File: src/rtl/oht_seq_ctrl_pkg.sv
// Shared state type, word width and default timing constants for the OHT sequencer.
package oht_seq_ctrl_pkg;

  typedef enum logic [2:0] {
    IDLE      = 3'd0,
    RESET_OHT = 3'd1,
    WARMUP    = 3'd2,
    RUN       = 3'd3,
    RECAL     = 3'd4,
    DRAIN     = 3'd5,
    FAULT     = 3'd6
  } ctrl_state_t;

  localparam int SAMPLE_SIZE        = 256;
  localparam int DEF_RST_CYCLES     = 4;
  localparam int DEF_WARMUP_SAMPLES = 1024;
  localparam int DEF_SETTLE_CYCLES  = 64;
  localparam int DEF_RECAL_LIMIT    = 8;

  // Bits needed to hold any value 0..max_val.
  function automatic int cnt_width(input int max_val);
    return (max_val < 2) ? 1 : $clog2(max_val + 1);
  endfunction

endpackage

File: src/rtl/oht_seq_ctrl_adc_strobe_gen.sv
// Sample strobe divider: one-clk strobe every div+1 clks while run is high.
// Dropping run reloads the counter, so the first strobe after run rises comes div+1 clks later.
module oht_seq_ctrl_adc_strobe_gen (
  input  logic       clk,
  input  logic       rst_n,
  input  logic       run,
  input  logic [7:0] div,
  output logic       strobe
);

  logic [7:0] cnt;

  always_ff @(posedge clk or negedge rst_n) begin
    if (!rst_n) begin
      cnt <= '0;
    end else if (!run || cnt == 8'd0) begin
      cnt <= div;
    end else begin
      cnt <= cnt - 8'd1;
    end
  end

  assign strobe = run && (cnt == 8'd0);

endmodule

File: src/rtl/oht_seq_ctrl.sv
// OHT sequencer: start-up reset/warm-up, failure handling and the 1-entry read-side output register.
//   state     | meaning
//   IDLE      | stopped, clk_div tracked
//   RESET_OHT | oht_rst held for RST_CYCLES
//   WARMUP    | strobes discarded, then FIFO flushed
//   RUN       | strobes and read path active
//   RECAL     | strobes paused for SETTLE_CYCLES, read path active
//   DRAIN     | strobes stopped, FIFO emptied to the consumer
//   FAULT     | sticky permanent fault, left only via rst_n
module oht_seq_ctrl
  import oht_seq_ctrl_pkg::*;
#(
  parameter int RST_CYCLES     = DEF_RST_CYCLES,
  parameter int WARMUP_SAMPLES = DEF_WARMUP_SAMPLES,
  parameter int SETTLE_CYCLES  = DEF_SETTLE_CYCLES,
  parameter int RECAL_LIMIT    = DEF_RECAL_LIMIT
) (
  input  logic                   clk,
  input  logic                   rst_n,
  input  logic                   enable,
  input  logic [7:0]             clk_div,
  input  logic                   oht_inter_fail,
  input  logic                   oht_perm_fail,
  input  logic                   oht_empty,
  input  logic [SAMPLE_SIZE-1:0] oht_checked_noise,
  output logic                   adc_en,
  output logic                   oht_rst,
  output logic                   oht_deque,
  output logic                   out_valid,
  input  logic                   out_ready,
  output logic [SAMPLE_SIZE-1:0] out_data,
  output logic [2:0]             state,
  output logic [15:0]            inter_fail_cnt,
  output logic                   fault
);

  localparam int TMR_W  = cnt_width((RST_CYCLES > SETTLE_CYCLES) ? RST_CYCLES : SETTLE_CYCLES);
  localparam int WARM_W = cnt_width(WARMUP_SAMPLES);
  localparam int RC_W   = cnt_width(RECAL_LIMIT);

  localparam logic [TMR_W-1:0]  RST_LOAD    = TMR_W'(RST_CYCLES - 1);
  localparam logic [TMR_W-1:0]  SETTLE_LOAD = TMR_W'(SETTLE_CYCLES - 1);
  localparam logic [WARM_W-1:0] WARM_LOAD   = WARM_W'(WARMUP_SAMPLES);
  localparam logic [RC_W-1:0]   RC_LIMIT    = RC_W'(RECAL_LIMIT);

  ctrl_state_t            state_q, state_d;
  logic [TMR_W-1:0]       tmr_q;
  logic [WARM_W-1:0]      warm_q;
  logic                   flush_q;
  logic [7:0]             div_q;
  logic                   pop_q;
  logic                   out_valid_q;
  logic [SAMPLE_SIZE-1:0] out_data_q;
  logic                   inter_prev_q;
  logic [15:0]            inter_cnt_q;
  logic [RC_W-1:0]        recal_q;

  logic            strobe_run;
  logic            read_phase;
  logic            hs;
  logic            inter_rise;
  logic            recal_entry;
  logic            go_fault;
  logic [RC_W-1:0] recal_next;

  assign strobe_run  = (state_q == WARMUP && !flush_q) || state_q == RUN;
  assign read_phase  = state_q == RUN || state_q == RECAL || state_q == DRAIN;
  assign hs          = out_valid_q && out_ready;
  assign inter_rise  = oht_inter_fail && !inter_prev_q;
  assign recal_entry = (state_q == RUN) && inter_rise;
  assign go_fault    = (state_q != IDLE) && oht_perm_fail;
  // A handshake in the same clk as a recal entry clears first, then counts the entry.
  assign recal_next  = (hs ? '0 : recal_q) + RC_W'(recal_entry);

  oht_seq_ctrl_adc_strobe_gen u_strobe (
    .clk    (clk),
    .rst_n  (rst_n),
    .run    (strobe_run),
    .div    (div_q),
    .strobe (adc_en)
  );

  // One pop in flight at a time; the FIFO presents the popped word on the following clk.
  always_comb begin
    oht_deque = 1'b0;
    if (!go_fault && !pop_q && !oht_empty) begin
      if (read_phase && (!out_valid_q || out_ready)) begin
        oht_deque = 1'b1;
      end else if (state_q == WARMUP && flush_q) begin
        oht_deque = 1'b1;
      end
    end
  end

  always_comb begin
    state_d = state_q;
    case (state_q)
      IDLE:      if (enable) state_d = RESET_OHT;
      RESET_OHT: if (tmr_q == '0) state_d = WARMUP;
      WARMUP:    if (flush_q && oht_empty && !pop_q) state_d = RUN;
      RUN: begin
        if (recal_entry) begin
          state_d = (recal_next >= RC_LIMIT) ? FAULT : RECAL;
        end else if (!enable) begin
          state_d = DRAIN;
        end
      end
      RECAL:     if (tmr_q == '0) state_d = RUN;
      DRAIN:     if (oht_empty && !out_valid_q && !pop_q) state_d = IDLE;
      FAULT:     state_d = FAULT;
      default:   state_d = IDLE;
    endcase
    if (go_fault) state_d = FAULT;
  end

  always_ff @(posedge clk or negedge rst_n) begin
    if (!rst_n) begin
      state_q <= IDLE;
    end else begin
      state_q <= state_d;
    end
  end

  always_ff @(posedge clk or negedge rst_n) begin
    if (!rst_n) begin
      tmr_q <= '0;
    end else if (state_q == IDLE && state_d == RESET_OHT) begin
      tmr_q <= RST_LOAD;
    end else if (state_q == RUN && state_d == RECAL) begin
      tmr_q <= SETTLE_LOAD;
    end else if (tmr_q != '0) begin
      tmr_q <= tmr_q - TMR_W'(1);
    end
  end

  always_ff @(posedge clk or negedge rst_n) begin
    if (!rst_n) begin
      warm_q  <= WARM_LOAD;
      flush_q <= 1'b0;
    end else if (state_q != WARMUP) begin
      warm_q  <= WARM_LOAD;
      flush_q <= 1'b0;
    end else if (adc_en) begin
      warm_q <= warm_q - WARM_W'(1);
      if (warm_q == WARM_W'(1)) flush_q <= 1'b1;
    end
  end

  always_ff @(posedge clk or negedge rst_n) begin
    if (!rst_n) begin
      div_q        <= '0;
      pop_q        <= 1'b0;
      inter_prev_q <= 1'b0;
      inter_cnt_q  <= '0;
      recal_q      <= '0;
    end else begin
      if (state_q == IDLE) div_q <= clk_div;
      pop_q        <= oht_deque;
      inter_prev_q <= oht_inter_fail;
      if (recal_entry && inter_cnt_q != 16'hFFFF) inter_cnt_q <= inter_cnt_q + 16'd1;
      recal_q <= (state_q == IDLE) ? '0 : recal_next;
    end
  end

  // Words popped while flushing in WARMUP are dropped; FAULT forces the register empty.
  always_ff @(posedge clk or negedge rst_n) begin
    if (!rst_n) begin
      out_valid_q <= 1'b0;
      out_data_q  <= '0;
    end else if (state_d == FAULT) begin
      out_valid_q <= 1'b0;
    end else if (pop_q && state_q != WARMUP) begin
      out_valid_q <= 1'b1;
      out_data_q  <= oht_checked_noise;
    end else if (hs) begin
      out_valid_q <= 1'b0;
    end
  end

  assign oht_rst        = (state_q == RESET_OHT);
  assign out_valid      = out_valid_q;
  assign out_data       = out_data_q;
  assign state          = state_q;
  assign inter_fail_cnt = inter_cnt_q;
  assign fault          = (state_q == FAULT);

endmodule

File: config.mk
export PLATFORM = sky130hd
export DESIGN_NAME = oht_seq_ctrl
export DESIGN_NICKNAME = d
export VERILOG_FILES = /design/src/rtl/oht_seq_ctrl_pkg.sv /design/src/rtl/oht_seq_ctrl_adc_strobe_gen.sv /design/src/rtl/oht_seq_ctrl.sv
export SDC_FILE = /design/constraint.sdc
export NUM_CORES = 1
export LEC_CHECK = 0
export BUFFER_PORTS_ARGS = -buffer_cell sky130_fd_sc_hd__buf_4
export CAP_MARGIN = 30
export CORE_AREA = 3 3 214 216
export DETAILED_ROUTE_END_ITERATION = 10
export DIE_AREA = 0 0 217 219
export PLACE_DENSITY = 0.65
export SYNTH_ARGS = -nofsm -noshare
export SYNTH_HDL_FRONTEND = slang
export SYNTH_SLANG_ARGS = --single-unit
export TNS_END_PERCENT = 5
File: constraint.sdc
create_clock -name clk -period 3.7 [get_ports clk]
set_clock_uncertainty 0.15 [all_clocks]
set_input_delay 0.74 -clock clk [delete_from_list [all_inputs] [get_ports clk]]
set_output_delay 0.74 -clock clk [all_outputs]
set_load 0.005 [all_outputs]
==> out/results.tsv, run 1 <==
stage	metric	value	unit
detailed_routing	drt drc	0	
global_route	grt total ovfl	0	
synthesis	Synth top area share	0.572	
synthesis	ranking of synthesized cells by area	dfrtp_1 57%, mux2_4 26%, buf_12 3.8%	
cells_and_area	fin area	19700	um2
pwr	Max rail drop VDD	0.000321	V
cts	CTS buffer count	37	
cts	Root Driver	clkbuf_16	
synthesis	YS warnings	0	
placement	Cell Area, Placed	18500	um2
cells_and_area	commonest non-fill, non-tap cells in the layout	576 x buf_4, 316 x dfrtp_1, 240 x mux2_4	
critical_path	CP Launch Point	state[2]$_DFF_PN0_	
sta	setup ws final	406	ps
critical_path	slowest stage delay, CP	370	ps
critical_path	total stage count of the critical path	12	
synthesis	Post-synth top flop	dfrtp_1	
sta	final hold violations	0	
cts	H-tree levels	2	
critical_path	CP delay by family, top	simple AND/OR/NAND/NOR gates	
global_route	vias in the first global route	9688	
floorplanning	chip width	217	um
synthesis	synthesized area	13800	um2
global_route	met3 Use GR	0.0515	
cts	post-CTS resize count	0	
global_route	gr busiest metal	met2	
cells_and_area	n_diodes	0	
critical_path	flop-to-flop setup slack	410	ps
floorplanning	chip height	219	um
critical_path	worst path bufs/invs	3	
cells_and_area	Nets	1719	
cts	number of clock sinks	317	
critical_path	Crit. End Element	flop	
sta	final count of pins violating max slew	0	
cells_and_area	fillers	4003	
cts	hold-fix buffers at CTS	0	
sta	Final min period	3290	ps
floorplanning	row cnt	77	
sta	f_max	304	MHz
synthesis	syn_nets	1131	
critical_path	Worst R2R Path Depth	12	
cells_and_area	most common cell after layout, fill and taps aside	buf_4	
global_route	antenna violations before repair	0	
cts	insertion delay to the later sink of the worst-skew pair	530	ps
critical_path	reg2reg start	state[2]$_DFF_PN0_	
sta	slew margin rel.	0.500	
critical_path	slowest cell on the critical path	dfrtp_1	
synthesis	Seq cells post-synth	317	
sta	RSZ-0062 raised after global routing	no	
flow_run	MaxCap Viol Count	0	
critical_path	crit-path max FO	33	
critical_path	reg2reg end	out_data[249]$_DFFE_PN0P_	
synthesis	EDFF count, synth	0	
sta	Worst-Margin Slew	751	ps
synthesis	sequential area share after synthesis	0.574	
pwr	Power, Total	11.6	mW
cts	setup repair bufs after CTS	0	
sta	post-route clock period utilization	0.890	
detailed_routing	WL final	38700	um
cells_and_area	Reg area	7930	um2
pwr	Power Dens Cells	591	nW/um2
critical_path	Worst Path Arrival	3550	ps
critical_path	Req. time, crit path	3950	ps
floorplanning	area of the die	47500	um2
critical_path	critical path, cell by cell	nand3b_1 -> or2_2 -> inv_1 -> ha_1 -> nand3_1 -> mux2i_1 -> o32ai_4 -> a21boi_4 -> nor2_8 -> buf_12 -> buf_12 -> mux2_4	
detailed_routing	Via density	4.43	
synthesis	asr flop ratio synth	1.00	
cts	Clock Pin Slew Worst Setup and Hold Paths	60	ps
placement	worst slack, placed	99.1	ps
global_route	total track usage	0.155	
sta	Min Hold Slack	91.0	ps
min_path	Worst Hold Class	input pin to asynchronous set/reset pin	
cts	CTS max path bufs	3	
synthesis	post-synthesis cell count	851	
synthesis	Distinct cells, synth	50	
critical_path	CP Launch Type	flop	
detailed_routing	Routed Antenna Nets	0	
critical_path	cell mode on critical path	buf_12	
floorplanning	Initial Util	0.313	
pwr	Pleak	9.70	nW
detailed_routing	vias after detailed routing	9111	
placement	Detail Placement HPWL	29100	um
global_route	largest net degree at the start of global routing	91	
run_status	status	finished, final reports clean	
detailed_routing	1st-pass router iterations	4	
floorplanning	Placeable Area	44100	um2
cts	CTS tree	yes	
synthesis	Mean Syn Cell Area	16.2	um2
detailed_routing	wire per inst	18.8	um
cells_and_area	area occupied by multi-input gates	5260	um2
detailed_routing	DR iter-0 viols	445	
synthesis	area leader, netlist	dfrtp_1	
global_route	global-route wire length before repair	58300	um
floorplanning	I/O pins	551	
placement	port bufs	550	
sta	Setup violations, final	0	
sta	setup tns final	0	ps
cells_and_area	area grow syn2layout	42.6	%
global_route	global routing met1 resource utilization	0.196	
placement	gpl congestion	0.813	
cells_and_area	fraction of layout cells with a size suffix above 1	0.621	
critical_path	crit path to	out_data[249]$_DFFE_PN0P_	
global_route	met2 usage	0.253	
critical_path	critical path class	flop to flop	
## where the power goes
group          internal (mW)  switching [mW]  total (mW)
Sequential              4.36           0.608        4.97
Combinational           2.11           0.961        3.07
Clock                   2.17            1.43        3.61
## cell usage after synthesis (all sizes together), types with 2 or more instances
| library cell | number |
|---|---|
| a211oi | 3 |
| a21boi | 2 |
| a21oi | 10 |
| a221oi | 2 |
| and2 | 6 |
| and3 | 4 |
| and4 | 2 |
| buf | 32 |
| clkbuf | 6 |
| dfrtp | 316 |
| ha | 9 |
| inv | 11 |
| mux2 | 257 |
| mux2i | 2 |
| nand2 | 53 |
| nand2b | 7 |
| nand3 | 8 |
| nand3b | 2 |
| nand4 | 7 |
| nor2 | 25 |
| nor2b | 2 |
| nor3 | 7 |
| nor3b | 5 |
| nor4 | 4 |
| nor4b | 3 |
| o21ai | 16 |
| or3 | 4 |
| or4 | 2 |
| xnor2 | 24 |
| xor2 | 10 |
## how the worst min path moves through the flow
stage	startpoint	endpoint
after detailed placement	div_q[5]$_DFFE_PN0P_	div_q[5]$_DFFE_PN0P_
after global placement	div_q[3]$_DFFE_PN0P_	div_q[3]$_DFFE_PN0P_
after floorplan	rst_n	div_q[0]$_DFFE_PN0P_
after CTS	rst_n	out_data[48]$_DFFE_PN0P_
after global routing	rst_n	out_data[48]$_DFFE_PN0P_
final	rst_n	out_data[52]$_DFFE_PN0P_
## kinds of logic after synthesis
kind of cell,count (synthesis),synth area share
AOI/OAI and AO/OA,41,0.0217
xor gates and xnor gates,34,0.0215
adders and majority gates,9,0.00814
buffers and inverters,49,0.0455
DFF,317,0.574
muxes,259,0.276
and+or+nand+nor,142,0.0533
## routing by layer
layer	share of wire	vias to the layer above	routed length, um
li1	-	4145	-
met1	0.40	4548	15600
met3	0.084	59	3250
met4	0.025	0	960
met5	0	-	0
met2	0.49	359	18900
## flip-flops by register name (all words and copies together), names as in the netlist
register and count:
div_q 8, flush_q 1, inter_fail_cnt 16, inter_prev_q 1
out_data 256, out_valid 1, pop_q 1, recal_q 4
state 3, tmr_q 7, u_strobe.cnt 8, warm_q 11
## layout make-up
| cell class | instances | share of cell area |
|---|---|---|
| repair buffers | 587 | 0.230 |
| multi-input cells | 485 | 0.267 |
| clock inverters | 12 | 0.00603 |
| flip-flops and latches | 317 | 0.402 |
| clock buffers | 54 | 0.0549 |
| inverters | 11 | 0.00209 |
| well taps | 592 | 0.0376 |
## per-stage QoR
step | util | instances
4_1_cts | 0.447 | 2058
3_5_place_dp | 0.420 | 1992
6_report | 0.447 | 2058
5_1_grt | 0.447 | 2058
2_1_floorplan | - | 851
3_3_place_gp | 0.420 | 1992
No activity file was read; power rests on OpenSTA's default activity.
==> run 2, diff against run 1 <==
--- a/config.mk
+++ b/config.mk
@@ -7,10 +7,10 @@
 export LEC_CHECK = 0
 export BUFFER_PORTS_ARGS = -buffer_cell sky130_fd_sc_hd__buf_4
 export CAP_MARGIN = 30
-export CORE_AREA = 3 3 214 216
+export CORE_MARGIN = 3
+export CORE_UTILIZATION = 25
 export DETAILED_ROUTE_END_ITERATION = 10
-export DIE_AREA = 0 0 217 219
-export PLACE_DENSITY = 0.65
+export PLACE_DENSITY = 0.56
 export SYNTH_ARGS = -nofsm -noshare
 export SYNTH_HDL_FRONTEND = slang
 export SYNTH_SLANG_ARGS = --single-unit
==> out/results.tsv, run 2 (synthesis gave the netlist of run 1 again) <==
stage	metric	value	unit	change
run_status	status	finished, final reports clean		unchanged
sta	Setup violations, final	0		unchanged
global_route	largest net degree at the start of global routing	85		was 91
detailed_routing	Routed Antenna Nets	0		unchanged
sta	Min Hold Slack	79.9	ps	was 91.0 ps
global_route	global routing met1 resource utilization	0.150		was 0.196
global_route	global-route wire length before repair	57200	um	was 58300 um
floorplanning	area of the die	58200	um2	was 47500 um2
placement	gpl congestion	0.770		was 0.813
pwr	Clk pwr share	0.318		was 0.310
critical_path	slowest stage delay, CP	590	ps	was 370 ps
detailed_routing	DR iter-0 viols	341		was 445
floorplanning	chip width	241	um	was 217 um
cts	number of clock sinks	317		unchanged
min_path	Worst Hold Class	input pin to asynchronous set/reset pin		unchanged
sta	RSZ-0062 raised after global routing	no		unchanged
pwr	Pleak	9.71	nW	was 9.70 nW
critical_path	CP Launch Type	flop		unchanged
cts	CTS tree	yes		unchanged
cells_and_area	commonest non-fill, non-tap cells in the layout	573 x buf_4, 316 x dfrtp_1, 240 x mux2_4		was 576 x buf_4, 316 x dfrtp_1, 240 x mux2_4
critical_path	Crit. End Element	output port		was flop
floorplanning	row cnt	85		was 77
cts	insertion delay to the later sink of the worst-skew pair	530	ps	about the same
cells_and_area	max reg flops	256		unchanged
cts	Root Driver	clkbuf_16		unchanged
sta	final count of pins violating max slew	0		unchanged
cells_and_area	Nets	1717		was 1719
floorplanning	chip height	241	um	was 219 um
pwr	register share of total power	0.421		was 0.426
global_route	met2 usage	0.212		was 0.253
pwr	Max rail drop VDD	0.000330	V	was 0.000321 V
detailed_routing	WL final	38600	um	was 38700 um
cts	post-CTS resize count	0		unchanged
cells_and_area	most common cell after layout, fill and taps aside	buf_4		unchanged
cts	H-tree levels	2		unchanged
global_route	antenna violations before repair	0		unchanged
detailed_routing	vias after detailed routing	8981		was 9111
cts	CTS max path bufs	3		unchanged
sta	setup ws final	324	ps	was 406 ps
global_route	grt total ovfl	0		unchanged
pwr	Sw Share	0.256		was 0.258
critical_path	critical path, cell by cell	or4_1 -> nor4b_2 -> and2_1 -> buf_4		was nand3b_1 -> or2_2 -> inv_1 -> ha_1 -> nand3_1 -> mux2i_1 -> o32ai_4 -> a21boi_4 -> nor2_8 -> buf_12 -> buf_12 -> mux2_4
cells_and_area	fin area	19900	um2	was 19700 um2
critical_path	Worst Path Arrival	2490	ps	was 3550 ps
critical_path	slowest cell on the critical path	or4_1		was dfrtp_1
sta	Worst-Margin Slew	749	ps	was 751 ps
sta	Final min period	3380	ps	was 3290 ps
detailed_routing	Via density	4.15		was 4.43
global_route	gr busiest metal	met2		unchanged
floorplanning	Initial Util	0.255		was 0.313
sta	final hold violations	0		unchanged
placement	Cell Area, Placed	18600	um2	was 18500 um2
critical_path	flop-to-flop setup slack	360	ps	was 410 ps
placement	Detail Placement HPWL	28900	um	was 29100 um
pwr	Pint	8.73	mW	was 8.64 mW
global_route	met3 Use GR	0.0486		was 0.0515
global_route	vias in the first global route	9613		was 9688
detailed_routing	wire per inst	17.9	um	was 18.8 um
critical_path	Req. time, crit path	2810	ps	was 3950 ps
cts	CTS buffer count	38		was 37
cells_and_area	n_diodes	0		unchanged
sta	post-route clock period utilization	0.912		was 0.890
cells_and_area	fraction of layout cells with a size suffix above 1	0.620		was 0.621
sta	setup tns final	0	ps	unchanged
detailed_routing	1st-pass router iterations	4		unchanged
pwr	Power, Total	11.7	mW	was 11.6 mW
critical_path	crit-path max FO	7		was 33
floorplanning	I/O pins	551		unchanged
cts	setup repair bufs after CTS	0		unchanged
floorplanning	Placeable Area	54200	um2	was 44100 um2
critical_path	Worst R2R Path Depth	12		unchanged
cells_and_area	area grow syn2layout	43.8	%	was 42.6%
cts	Clock Pin Slew Worst Setup and Hold Paths	60	ps	about the same
sta	slew margin rel.	0.501		was 0.500
sta	f_max	296	MHz	was 304 MHz
global_route	total track usage	0.125		was 0.155
detailed_routing	drt drc	0		unchanged
flow_run	MaxCap Viol Count	0		unchanged
pwr	Psw	3.00	mW	about the same
cts	hold-fix buffers at CTS	0		unchanged
critical_path	critical path class	flop to output port		was flop to flop
placement	worst slack, placed	124	ps	was 99.1 ps
pwr	combinational power share	0.261		was 0.264
placement	port bufs	550		unchanged
cells_and_area	fillers	5254		was 4003
pwr	Power Dens Cells	590	nW/um2	was 591 nW/um2
[run 2: stage by stage]
| step | cells | utilization |
|---|---|---|
| detailed placement | 2093 | 0.343 |
| finish | 2162 | 0.367 |
| global route | 2162 | 0.367 |
| CTS | 2162 | 0.367 |
| floorplan | 851 | - |
| global placement | 2093 | 0.343 |
[run 2: area by class of cell]
class                      count  area (um2)  share of cell area
clock buffer                  61        1180              0.0594
clock inverter                 8        72.6             0.00365
inverter                      11        41.3             0.00208
multi-input combinational    485        5260               0.265
sequential                   317        7930               0.399
tap                          696         871              0.0438
timing repair buffer         584        4520               0.227
[run 2: path summary, 6_finish.rpt]
| path | endpoint | startpoint |
|---|---|---|
| setup / recovery | adc_en | u_strobe.cnt[2]$_DFF_PN0_ |
| hold / removal | out_data[108]$_DFFE_PN0P_ | rst_n |
| setup reg to reg | out_data[176]$_DFFE_PN0P_ | state[2]$_DFF_PN0_ |
| hold reg to reg | div_q[6]$_DFFE_PN0P_ | div_q[6]$_DFFE_PN0P_ |
| max in group asynchronous | out_data[14]$_DFFE_PN0P_ | rst_n |
| min in group clk | inter_prev_q$_DFF_PN0_ | oht_inter_fail |
[run 2: worst max-delay path, delay by kind of cell (launching register included)]
kind                   cells  cell delay (ps)
AND/OR/NAND/NOR            3             1380
flip-flops                 1              410
buffers and inverters      1              170
[run 2: power by group through the flow]
stage / Combinational [mW] / Clock, mW / Sequential (mW)
2_1_floorplan: 1.25 / 0 / 4.94
3_3_place_gp: 3.08 / 0 / 4.97
3_5_place_dp: 3.11 / 0 / 4.98
4_1_cts: 3.12 / 3.87 / 4.95
5_1_grt: 3.31 / 4.03 / 5.06
6_report: 3.06 / 3.73 / 4.94
[run 2: metal layers]
layer,vias up,routed length [um]
met5,-,0
met4,0,719
met3,50,3800
met2,358,19000
met1,4432,15100
li1,4141,-
